<file path="config.mk">
export PLATFORM = sky130hd
export DESIGN_NAME = rails_pattern_tx
export DESIGN_NICKNAME = d
export VERILOG_FILES = /design/src/rtl/rails_pkg.sv /design/src/rtl/rails_stack.sv /design/src/rtl/rails_pattern_tx.sv
export SDC_FILE = /design/constraint.sdc
export NUM_CORES = 1
export LEC_CHECK = 0
export BUFFER_PORTS_ARGS = -buffer_cell sky130_fd_sc_hd__buf_2
export CORE_ASPECT_RATIO = 1.5
export CORE_MARGIN = 3
export CORE_UTILIZATION = 50
export DETAILED_ROUTE_END_ITERATION = 10
export PLACE_DENSITY = 0.66
export SLEW_MARGIN = 30
export SYNTH_ARGS = -nofsm -noshare
export SYNTH_HDL_FRONTEND = slang
export SYNTH_SLANG_ARGS = --single-unit
</file>
<file path="constraint.sdc">
create_clock -name clk -period 4.6 [get_ports clk]
set_input_delay 1.15 -clock clk [delete_from_list [all_inputs] [get_ports clk]]
set_output_delay 1.15 -clock clk [all_outputs]
set_load 0.1 [all_outputs]
</file>
<file path="src/rtl/rails_pkg.sv">
// ============================================================================
// rails_pkg : shared types and defaults for the rails pattern transmitter
// Rev 1.0
// ============================================================================
`default_nettype none

package rails_pkg;

    localparam int DEF_MAX_N   = 10;
    localparam int DEF_DW      = 4;
    localparam int DEF_TIMEOUT = 64;

    localparam logic OP_PUSH = 1'b1;
    localparam logic OP_POP  = 1'b0;

    typedef enum logic [2:0] {
        ST_LOAD    = 3'd0,
        ST_DRAIN   = 3'd1,
        ST_TX_SIZE = 3'd2,
        ST_TX_SEQ  = 3'd3,
        ST_WAIT    = 3'd4,
        ST_REPORT  = 3'd5
    } state_t;

endpackage

`default_nettype wire

</file>
<file path="src/rtl/rails_stack.sv">
// ============================================================================
// rails_stack : LIFO station stack, one push or one pop per clock
// Rev 1.0
// ============================================================================
`default_nettype none

module rails_stack
    import rails_pkg::*;
#(
    parameter int DEPTH = DEF_MAX_N,
    parameter int W     = DEF_DW
) (
    input  logic                         clk,
    input  logic                         reset,
    input  logic                         push,
    input  logic                         pop,
    input  logic [W-1:0]                 din,
    output logic [W-1:0]                 top,
    output logic                         empty,
    output logic                         full,
    output logic [$clog2(DEPTH+1)-1:0]   count
);

    localparam int c_aw = $clog2(DEPTH);
    localparam int c_cw = $clog2(DEPTH+1);

    logic [W-1:0]    r_mem [DEPTH];
    logic [c_cw-1:0] r_count;
    logic [c_aw-1:0] w_top_ptr;
    logic [c_aw-1:0] w_wr_ptr;

    assign w_top_ptr = c_aw'(r_count - c_cw'(1));
    assign w_wr_ptr  = c_aw'(r_count);
    assign empty     = (r_count == '0);
    assign full      = (r_count == c_cw'(DEPTH));
    assign count     = r_count;
    assign top       = empty ? '0 : r_mem[w_top_ptr];

    always_ff @(posedge clk) begin
        if (reset) begin
            r_count <= '0;
        end else if (push && !full) begin
            r_count <= r_count + c_cw'(1);
        end else if (pop && !empty) begin
            r_count <= r_count - c_cw'(1);
        end
    end

    // Storage carries no reset; only entries below r_count are ever read.
    always_ff @(posedge clk) begin
        if (push && !full) begin
            r_mem[w_wr_ptr] <= din;
        end
    end

endmodule

`default_nettype wire

</file>
<file path="src/rtl/rails_pattern_tx.sv">
// ============================================================================
// rails_pattern_tx : builds a rails checker frame from push/pop ops and reports
//                    the checker verdict with error/timeout flags
// Rev 1.0
// ============================================================================
`default_nettype none

module rails_pattern_tx
    import rails_pkg::*;
#(
    parameter int MAX_N   = DEF_MAX_N,
    parameter int DW      = DEF_DW,
    parameter int TIMEOUT = DEF_TIMEOUT
) (
    input  logic          clk,
    input  logic          reset,
    input  logic          op_valid,
    output logic          op_ready,
    input  logic          op_push,
    input  logic          op_last,
    output logic          chk_reset,
    output logic [DW-1:0] data,
    input  logic          chk_valid,
    input  logic          chk_result,
    output logic          res_valid,
    output logic          res_result,
    output logic          res_err,
    output logic          res_timeout
);

    localparam int            c_aw      = $clog2(MAX_N);
    localparam int            c_tw      = $clog2(TIMEOUT);
    localparam int            c_cw      = $clog2(MAX_N+1);
    localparam logic [DW:0]   c_one_id  = (DW+1)'(1);
    localparam logic [DW:0]   c_max_id  = (DW+1)'(MAX_N);
    localparam logic [c_tw-1:0] c_to_last = c_tw'(TIMEOUT-1);

    state_t          r_state;
    state_t          w_state_nxt;

    logic [DW:0]     r_next_id;
    logic [DW:0]     r_wptr;
    logic [DW:0]     r_idx;
    logic [c_tw-1:0] r_timer;
    logic            r_err;
    logic [DW-1:0]   r_seq [MAX_N];

    logic [DW:0]     w_size;
    logic            w_fire;
    logic            w_is_push;
    logic            w_push_ok;
    logic            w_stk_push;
    logic            w_stk_pop;
    logic            w_op_err;
    logic            w_drain_done;
    logic            w_size_zero;
    logic            w_seq_done;
    logic            w_to_hit;

    logic [DW-1:0]   w_top;
    logic            w_empty;
    logic            w_full;
    logic [c_cw-1:0] w_count;

    rails_stack #(
        .DEPTH (MAX_N),
        .W     (DW)
    ) u_stack (
        .clk   (clk),
        .reset (reset),
        .push  (w_stk_push),
        .pop   (w_stk_pop),
        .din   (r_next_id[DW-1:0]),
        .top   (w_top),
        .empty (w_empty),
        .full  (w_full),
        .count (w_count)
    );

    // Frame size is the number of trains that actually entered the station.
    assign w_size       = r_next_id - c_one_id;
    assign w_size_zero  = (w_size == '0);
    assign w_drain_done = (r_state == ST_DRAIN) && (w_count == '0);
    assign w_seq_done   = (r_idx == w_size);
    assign w_to_hit     = (r_timer == c_to_last);

    always_ff @(posedge clk) begin
        if (reset) begin
            r_state <= ST_LOAD;
        end else begin
            r_state <= w_state_nxt;
        end
    end

    always_comb begin
        w_state_nxt = r_state;
        case (r_state)
            ST_LOAD:    if (w_fire && op_last) w_state_nxt = ST_DRAIN;
            ST_DRAIN:   if (w_drain_done) w_state_nxt = w_size_zero ? ST_REPORT : ST_TX_SIZE;
            ST_TX_SIZE: w_state_nxt = ST_TX_SEQ;
            ST_TX_SEQ:  if (w_seq_done) w_state_nxt = ST_WAIT;
            ST_WAIT:    if (chk_valid || w_to_hit) w_state_nxt = ST_REPORT;
            ST_REPORT:  w_state_nxt = ST_LOAD;
            default:    w_state_nxt = ST_LOAD;
        endcase
    end

    always_comb begin
        op_ready   = (r_state == ST_LOAD);
        w_fire     = op_valid && (r_state == ST_LOAD);
        w_is_push  = (op_push == OP_PUSH);
        w_push_ok  = (r_next_id <= c_max_id) && !w_full;
        w_stk_push = w_fire && w_is_push && w_push_ok;
        w_stk_pop  = (w_fire && !w_is_push && !w_empty)
                   || ((r_state == ST_DRAIN) && (w_count != '0));
        w_op_err   = w_fire && (w_is_push ? !w_push_ok : w_empty);
    end

    always_ff @(posedge clk) begin
        if (reset) begin
            r_next_id   <= c_one_id;
            r_err       <= 1'b0;
            r_wptr      <= '0;
            r_idx       <= '0;
            r_timer     <= '0;
            data        <= '0;
            chk_reset   <= 1'b1;
            res_valid   <= 1'b0;
            res_result  <= 1'b0;
            res_err     <= 1'b0;
            res_timeout <= 1'b0;
        end else begin
            if (w_stk_push) begin
                r_next_id <= r_next_id + c_one_id;
            end
            if (w_op_err) begin
                r_err <= 1'b1;
            end
            if (w_stk_pop) begin
                r_wptr <= r_wptr + c_one_id;
            end

            case (r_state)
                ST_DRAIN: begin
                    if (w_drain_done) begin
                        if (w_size_zero) begin
                            res_valid   <= 1'b1;
                            res_result  <= 1'b0;
                            res_err     <= 1'b1;
                            res_timeout <= 1'b0;
                        end else begin
                            // Checker leaves reset together with the size word.
                            data      <= w_size[DW-1:0];
                            chk_reset <= 1'b0;
                        end
                    end
                end
                ST_TX_SIZE: begin
                    data  <= r_seq[0];
                    r_idx <= c_one_id;
                end
                ST_TX_SEQ: begin
                    if (w_seq_done) begin
                        data    <= '0;
                        r_timer <= '0;
                    end else begin
                        data  <= r_seq[r_idx[c_aw-1:0]];
                        r_idx <= r_idx + c_one_id;
                    end
                end
                ST_WAIT: begin
                    if (chk_valid) begin
                        res_valid   <= 1'b1;
                        res_result  <= chk_result;
                        res_err     <= r_err;
                        res_timeout <= 1'b0;
                        chk_reset   <= 1'b1;
                    end else if (w_to_hit) begin
                        res_valid   <= 1'b1;
                        res_result  <= 1'b0;
                        res_err     <= r_err;
                        res_timeout <= 1'b1;
                        chk_reset   <= 1'b1;
                    end else begin
                        r_timer <= r_timer + c_tw'(1);
                    end
                end
                ST_REPORT: begin
                    res_valid <= 1'b0;
                    chk_reset <= 1'b1;
                    r_next_id <= c_one_id;
                    r_err     <= 1'b0;
                    r_wptr    <= '0;
                    r_idx     <= '0;
                    r_timer   <= '0;
                end
                default: ;
            endcase
        end
    end

    // Departure list: every pop, from an op or from draining, lands here.
    always_ff @(posedge clk) begin
        if (w_stk_pop) begin
            r_seq[r_wptr[c_aw-1:0]] <= w_top;
        end
    end

endmodule

`default_nettype wire
</file>
# --- Word level (Yosys, flattened, before mapping) ---
# Memories as Yosys holds them, arrays and structs flattened. A register that Yosys moved wholly into a read port is not among the register bits.
# Index checks and enable logic that the tools add are counted.
word_totals:
  regBits: 38
  ramBits: 80
  out_inout_bits: 10
  n_memories: 2
classes:
  addsub: 7
  magnitude_cmp: 1
  eq_ne: 18
  n_mux: 44
  reduce_logical: 36
memory_table:
  columns: ["name", "depth", "width", "rd", "rd_ports_with_merged_regs", "write_ports", "line", "text"]
  rows:
  - ["r_seq", 10, 4, 2, 1, 1, "rails_pattern_tx.sv:46", "logic [DW-1:0] r_seq [MAX_N];"]
  - ["u_stack.r_mem", 10, 4, 1, 0, 1, "rails_stack.sv:27", "logic [W-1:0] r_mem [DEPTH];"]
op_table:
  columns: ["cell", "count"]
  rows:
  - ["2-to-1 mux 4 bit", 8]
  - ["AND reduction 4 bit", 5]
  - ["2-to-1 mux 1 bit", 18]
  - ["2-to-1 mux 6 bit", 3]
  - ["case mux 6 bit (3 select lines)", 1]
  - ["inequality test 2 bit (second input constant)", 8]
  - ["adder 5 x 1 -> 5 bit (second input constant)", 3]
  - ["2-to-1 mux 3 bit", 5]
  - ["case mux 3 bit (5 select lines)", 1]
  - ["case mux 5 bit (3 select lines)", 1]
  - ["logical AND 1 bit", 12]
  - ["case mux 4 bit (3 select lines)", 1]
  - ["nonzero test 3 bit", 4]
  - ["adder 6 x 1 -> 6 bit (second input constant)", 1]
  - ["equality test 3 x 2 -> 1 bit (second input constant)", 2]
  - ["equality test 3 bit (second input constant)", 2]
  - ["equality test 6 bit (second input constant)", 1]
  - ["case mux 1 bit (2 select lines)", 3]
  - ["case mux 1 bit (3 select lines)", 2]
  - ["equality test 5 bit", 1]
  - ["less-or-equal comparator 5 x 4 -> 1 bit (second input constant)", 1]
  - ["zero test 5 bit", 1]
  - ["2-to-1 mux 5 bit", 1]
  - ["subtractor 5 x 1 -> 5 bit (second input constant)", 1]
  - ["other kinds (15)", 20]

# --- Logic depth before layout (Yosys ltp) ---
depth:
  ltp_word: 8
  depth_mapped: 10
  mapped_depth_nobuf: 7

# --- By module ---
# A second synthesis with hierarchy kept.
hier_totals:
  cells_unflattened: 460
  area_unflattened_um2: 5751.8
modules_own_cells:
  columns: ["mod", "n_inst", "cells_per_inst", "area_per_inst_um2"]
  rows:
  - ["rails_pattern_tx", 1, 333, 3748.6]
  - ["rails_stack", 1, 127, 2003.2]

# --- Least setup slack after synthesis ---
# Ideal clock, no wire load.
synth_timing:
  path_type: "reg2reg"
  startpoint: "register r_state[0]"
  endpoint: "memory u_stack.r_mem[4][0] (netlist name) (enable)"
  setup_time_ns: 0.309
  arrival_ns: 3.589
  t_required_ns: 4.291
  slack_ns: 0.702
  path_stages_with_launch: 6
  path_buffers: 0
  path_cell_list: "dfxtp_1 > nor3_1 > and3_1 > nand3_1 > nor3b_1 > and2_1"
synth_via:
  elab_chain_cells: 7
synth_lines:
  columns: ["item", "line", "text"]
  rows:
  - ["start: declaration", "rails_pattern_tx.sv:38", "state_t r_state;"]
  - ["start signal: assignment", "rails_pattern_tx.sv:91", "r_state <= w_state_nxt;"]
  - ["zero test 3 bit", null, null]
  - ["named net op_ready", "rails_pattern_tx.sv:18", "output logic op_ready,"]
  - ["logical AND 1 bit", "rails_pattern_tx.sv:110", "w_fire = op_valid && (r_state == ST_LOAD);"]
  - ["logical AND 1 bit (2 in series)", "rails_pattern_tx.sv:113", "w_stk_push = w_fire && w_is_push && w_push_ok;"]
  - ["logical AND 1 bit", "rails_stack.sv:51", "if (push && !full) begin"]
  - ["2-to-1 mux 1 bit", "rails_stack.sv:51", null]
  - ["2-to-1 mux 1 bit (not written as such)", "rails_stack.sv:52", "r_mem[w_wr_ptr] <= din;"]
  - ["end: declaration", "rails_stack.sv:27", null]
# The timed path passes the listed nets, and every way through them passes these cells.

==> results.txt <==
Area after DPL: 0.005919 mm²
Outcome: finished, final reports clean
Worst slew pin tran: 941.5 ps
Nature of the critical path endpoint: register
Logic depth of the worst register-to-register path: 7
Area growth, synth to finish: 13.80%
Vert. Die Dim: 137.1 µm
Maximum level of the CTS H-tree: 4
Via count of the first global-routing pass: 3707
Vias: 3693
Number of DRC markers in iteration 0: 215
CTS root buf: sky130_fd_sc_hd__clkbuf_16
Max Slew Vio Count: 0
Synth area leaders: sky130_fd_sc_hd__edfxtp_1 (42%), sky130_fd_sc_hd__dfxtp_1 (14%), sky130_fd_sc_hd__mux4_2 (6.3%), sky130_fd_sc_hd__ha_1 (3.1%), sky130_fd_sc_hd__mux2i_1 (2.8%)
Max clock buf depth: 2
Synth top area share: 41.93%
Min-Delay Path Depth: 2
Top fanout value on the critical path: 19
Int Power: 0.002777 W
Yosys warns: 0
Final hold violation count: 0
Ant. Diodes: 0
Mean cell area of the mapped netlist: 12.29 µm²
End-of-flow core utilization: 58.66%
Global placer's final weighted congestion: 0.7945
Pre-CTS worst setup slack: 1542 ps
Power share of the combinational group: 33.4%
Clock Sink Count: 121
Top-Level Pins: 17
Design Area, Final: 0.006520 mm²
Worst setup slack after layout: 1478 ps
Port-buffer cells: 16
Global-route wire length before repair: 19.21 mm
Post-cts sizing count: 0
Clock-pin slew on the worst setup and hold paths: 50 ps
Share of total power in sequential cells: 36.1%
Average vias per placed instance: 5.779
DP HPWL: 7.831 mm
Site row count: 47
Critical path start-end classification: register to register
Total nets after synthesis: 487
Number of antenna violations at the first check in global routing: 0
Pin count of the biggest net entering global routing: 32
Global-route total usage across every layer: 19.96%
R2r setup slk: 1480 ps
Synth cell count leaders: sky130_fd_sc_hd__edfxtp_1 (80), sky130_fd_sc_hd__dfxtp_1 (41), sky130_fd_sc_hd__nor2_1 (31)
Number of remaining DRC errors: 0
Power share of the clock group: 30.5%
WP data required: 4840 ps
CTS tree: done
Power per Cell Area: 672.4 mW/mm²
Worst Setup Start Kind: register
Clock insertion delay at the later pin of the skew report: 410 ps
Synth area leader: sky130_fd_sc_hd__edfxtp_1
Die width: 93.40 µm
Max Clock Freq: 320.3 MHz
Setup clock skew after layout: 6.572 ps
Async S/R FF share, synth: 0%
Ys flop type: sky130_fd_sc_hd__edfxtp_1
Share of layout cells above drive strength 1: 17.07%
Nets@finish: 500
Normalized max-slew margin: 36.94%
Average detailed-routed wire length per instance: 18.29 µm
Max Cap Viol: 0
Sum of negative setup slack: 0 ps
Synthesized instance count: 466
Overflow left after global routing: 0
NetSw: 0.001607 W
Synth cell types: 64
Reported leakage power: 2.295 nW
Synthesized area: 0.005729 mm²
CTS Hold Buffers Added: 0
Post-CTS Setup Bufs: 0
Arrival @ worst endpoint: 3370 ps
Core Area: 0.01111 mm²
Sum of routed wire length over all layers: 11.69 mm
Final Critical Period: 3122 ps
Class of the tightest hold or removal check: register to register
Number of enable flip-flop cells after synthesis: 80
Unrepaired setup endpoints after global routing: false
Initial Utilization: 51.55%
Flip-flop and latch count after synthesis: 121
Remaining antenna violation count: 0
Fraction of power spent switching nets: 36.65%
Total CTS buffers: 17
First-pass iteration count of the detailed router: 5
Most numerous cell in the Yosys netlist: sky130_fd_sc_hd__edfxtp_1
Max VDD drop: 0.3350 mV
Count of final setup violators: 0
Sequential area share after synthesis: 56.26%
Share of the clock period used by the worst path after layout: 67.88%
Total design power: 0.004384 W
Total Die Area: 0.01281 mm²
[flip-flops by register name, summed over array words and instances (netlist names), 3 cells and up, named ones only]
signal	flops
r_seq	40
u_stack.r_mem	40
r_timer	6
r_idx	5
r_next_id	5
data	4
r_wptr	4
u_stack.count	4
r_state	3
[through the flow]
| step | hold WS [ps] | std cells |
|---|---|---|
| finish | 460.0 | 639 |
| global route | 477.0 | 639 |
| CTS | 462.1 | 639 |
| detailed placement | 452.3 | 607 |
| global placement | 451.9 | 607 |
| floorplan | 438.1 | 466 |
[cell usage in the layout (no fill, tap or decap), types with 3 or more instances in the layout]
cell / count
sky130_fd_sc_hd__nand2_1: 22
sky130_fd_sc_hd__mux4_2: 16
sky130_fd_sc_hd__o21a_1: 3
sky130_fd_sc_hd__o21ai_0: 11
sky130_fd_sc_hd__a21boi_0: 4
sky130_fd_sc_hd__nand4_1: 6
sky130_fd_sc_hd__nand3_1: 10
sky130_fd_sc_hd__edfxtp_1: 80
sky130_fd_sc_hd__xnor2_1: 5
sky130_fd_sc_hd__mux2i_1: 16
sky130_fd_sc_hd__ha_1: 14
sky130_fd_sc_hd__inv_6: 4
sky130_fd_sc_hd__o2111ai_1: 3
sky130_fd_sc_hd__buf_4: 6
sky130_fd_sc_hd__xor2_1: 8
sky130_fd_sc_hd__a21oi_1: 25
sky130_fd_sc_hd__a31oi_1: 5
sky130_fd_sc_hd__o211ai_1: 3
sky130_fd_sc_hd__a211oi_1: 9
sky130_fd_sc_hd__nand2b_1: 13
sky130_fd_sc_hd__dfxtp_1: 40
sky130_fd_sc_hd__buf_2: 16
sky130_fd_sc_hd__or3_1: 6
sky130_fd_sc_hd__nor2b_1: 11
sky130_fd_sc_hd__bufinv_16: 3
sky130_fd_sc_hd__nor3b_1: 3
sky130_fd_sc_hd__and3_1: 11
sky130_fd_sc_hd__nor2_1: 31
sky130_fd_sc_hd__mux2_2: 5
sky130_fd_sc_hd__and2_1: 13
sky130_fd_sc_hd__clkbuf_16: 17
sky130_fd_sc_hd__inv_1: 14
sky130_fd_sc_hd__nor3_1: 5
[metal layers]
metal / track usage (%) / routed length (µm)
met1: 24.30 / 4881
met2: 34.50 / 6267
met3: 4.620 / 386
met5: 0 / 0
met4: 7.172 / 154
[logic make-up (layout without fill, tap and decap cells)]
group,after synthesis,after routing,share of synthesized area [%]
multiplexers,37,37,10.07
AND/OR/NAND/NOR,148,148,14.28
buffers and inverters,42,68,2.992
adder cells (fa/ha/maj),14,14,3.057
XOR/XNOR,15,15,2.795
flip-flops,121,121,56.26
AO/OA/AOI/OAI,89,89,10.55
[worst paths after layout]
check                    start          to
setup reg to reg  r_next_id[0]    register
setup / recovery  r_next_id[0]    register
hold / removal      res_result  res_result
hold reg to reg     res_result  res_result
[layout make-up]
class	count	area, µm²
fill	877	4594
inverter	14	52.55
clock buffer	18	429.2
clock inverter	14	170.2
tap	147	183.9
multi-input combinational	303	2335
timing repair buffer	22	125.1
sequential	121	3224
[worst max-delay path, stage by stage (launching register included)]
cell and delay, ps:
sky130_fd_sc_hd__dfxtp_1 770, sky130_fd_sc_hd__inv_1 200, sky130_fd_sc_hd__ha_1 400, sky130_fd_sc_hd__xor2_1 180, sky130_fd_sc_hd__nand3_1 120, sky130_fd_sc_hd__or3_1 550
sky130_fd_sc_hd__mux2i_1 180, sky130_fd_sc_hd__a2111oi_0 560
[power groups by stage]
stage          combinational [W]  sequential, W  clock [W]
2_1_floorplan            0.00100        0.00168          0
3_3_place_gp             0.00145        0.00160          0
3_5_place_dp             0.00146        0.00160          0
4_1_cts                  0.00147        0.00158    0.00136
5_1_grt                  0.00160        0.00161    0.00141
6_report                 0.00146        0.00158    0.00134
Note: power is estimated with default switching activity, not from simulation.
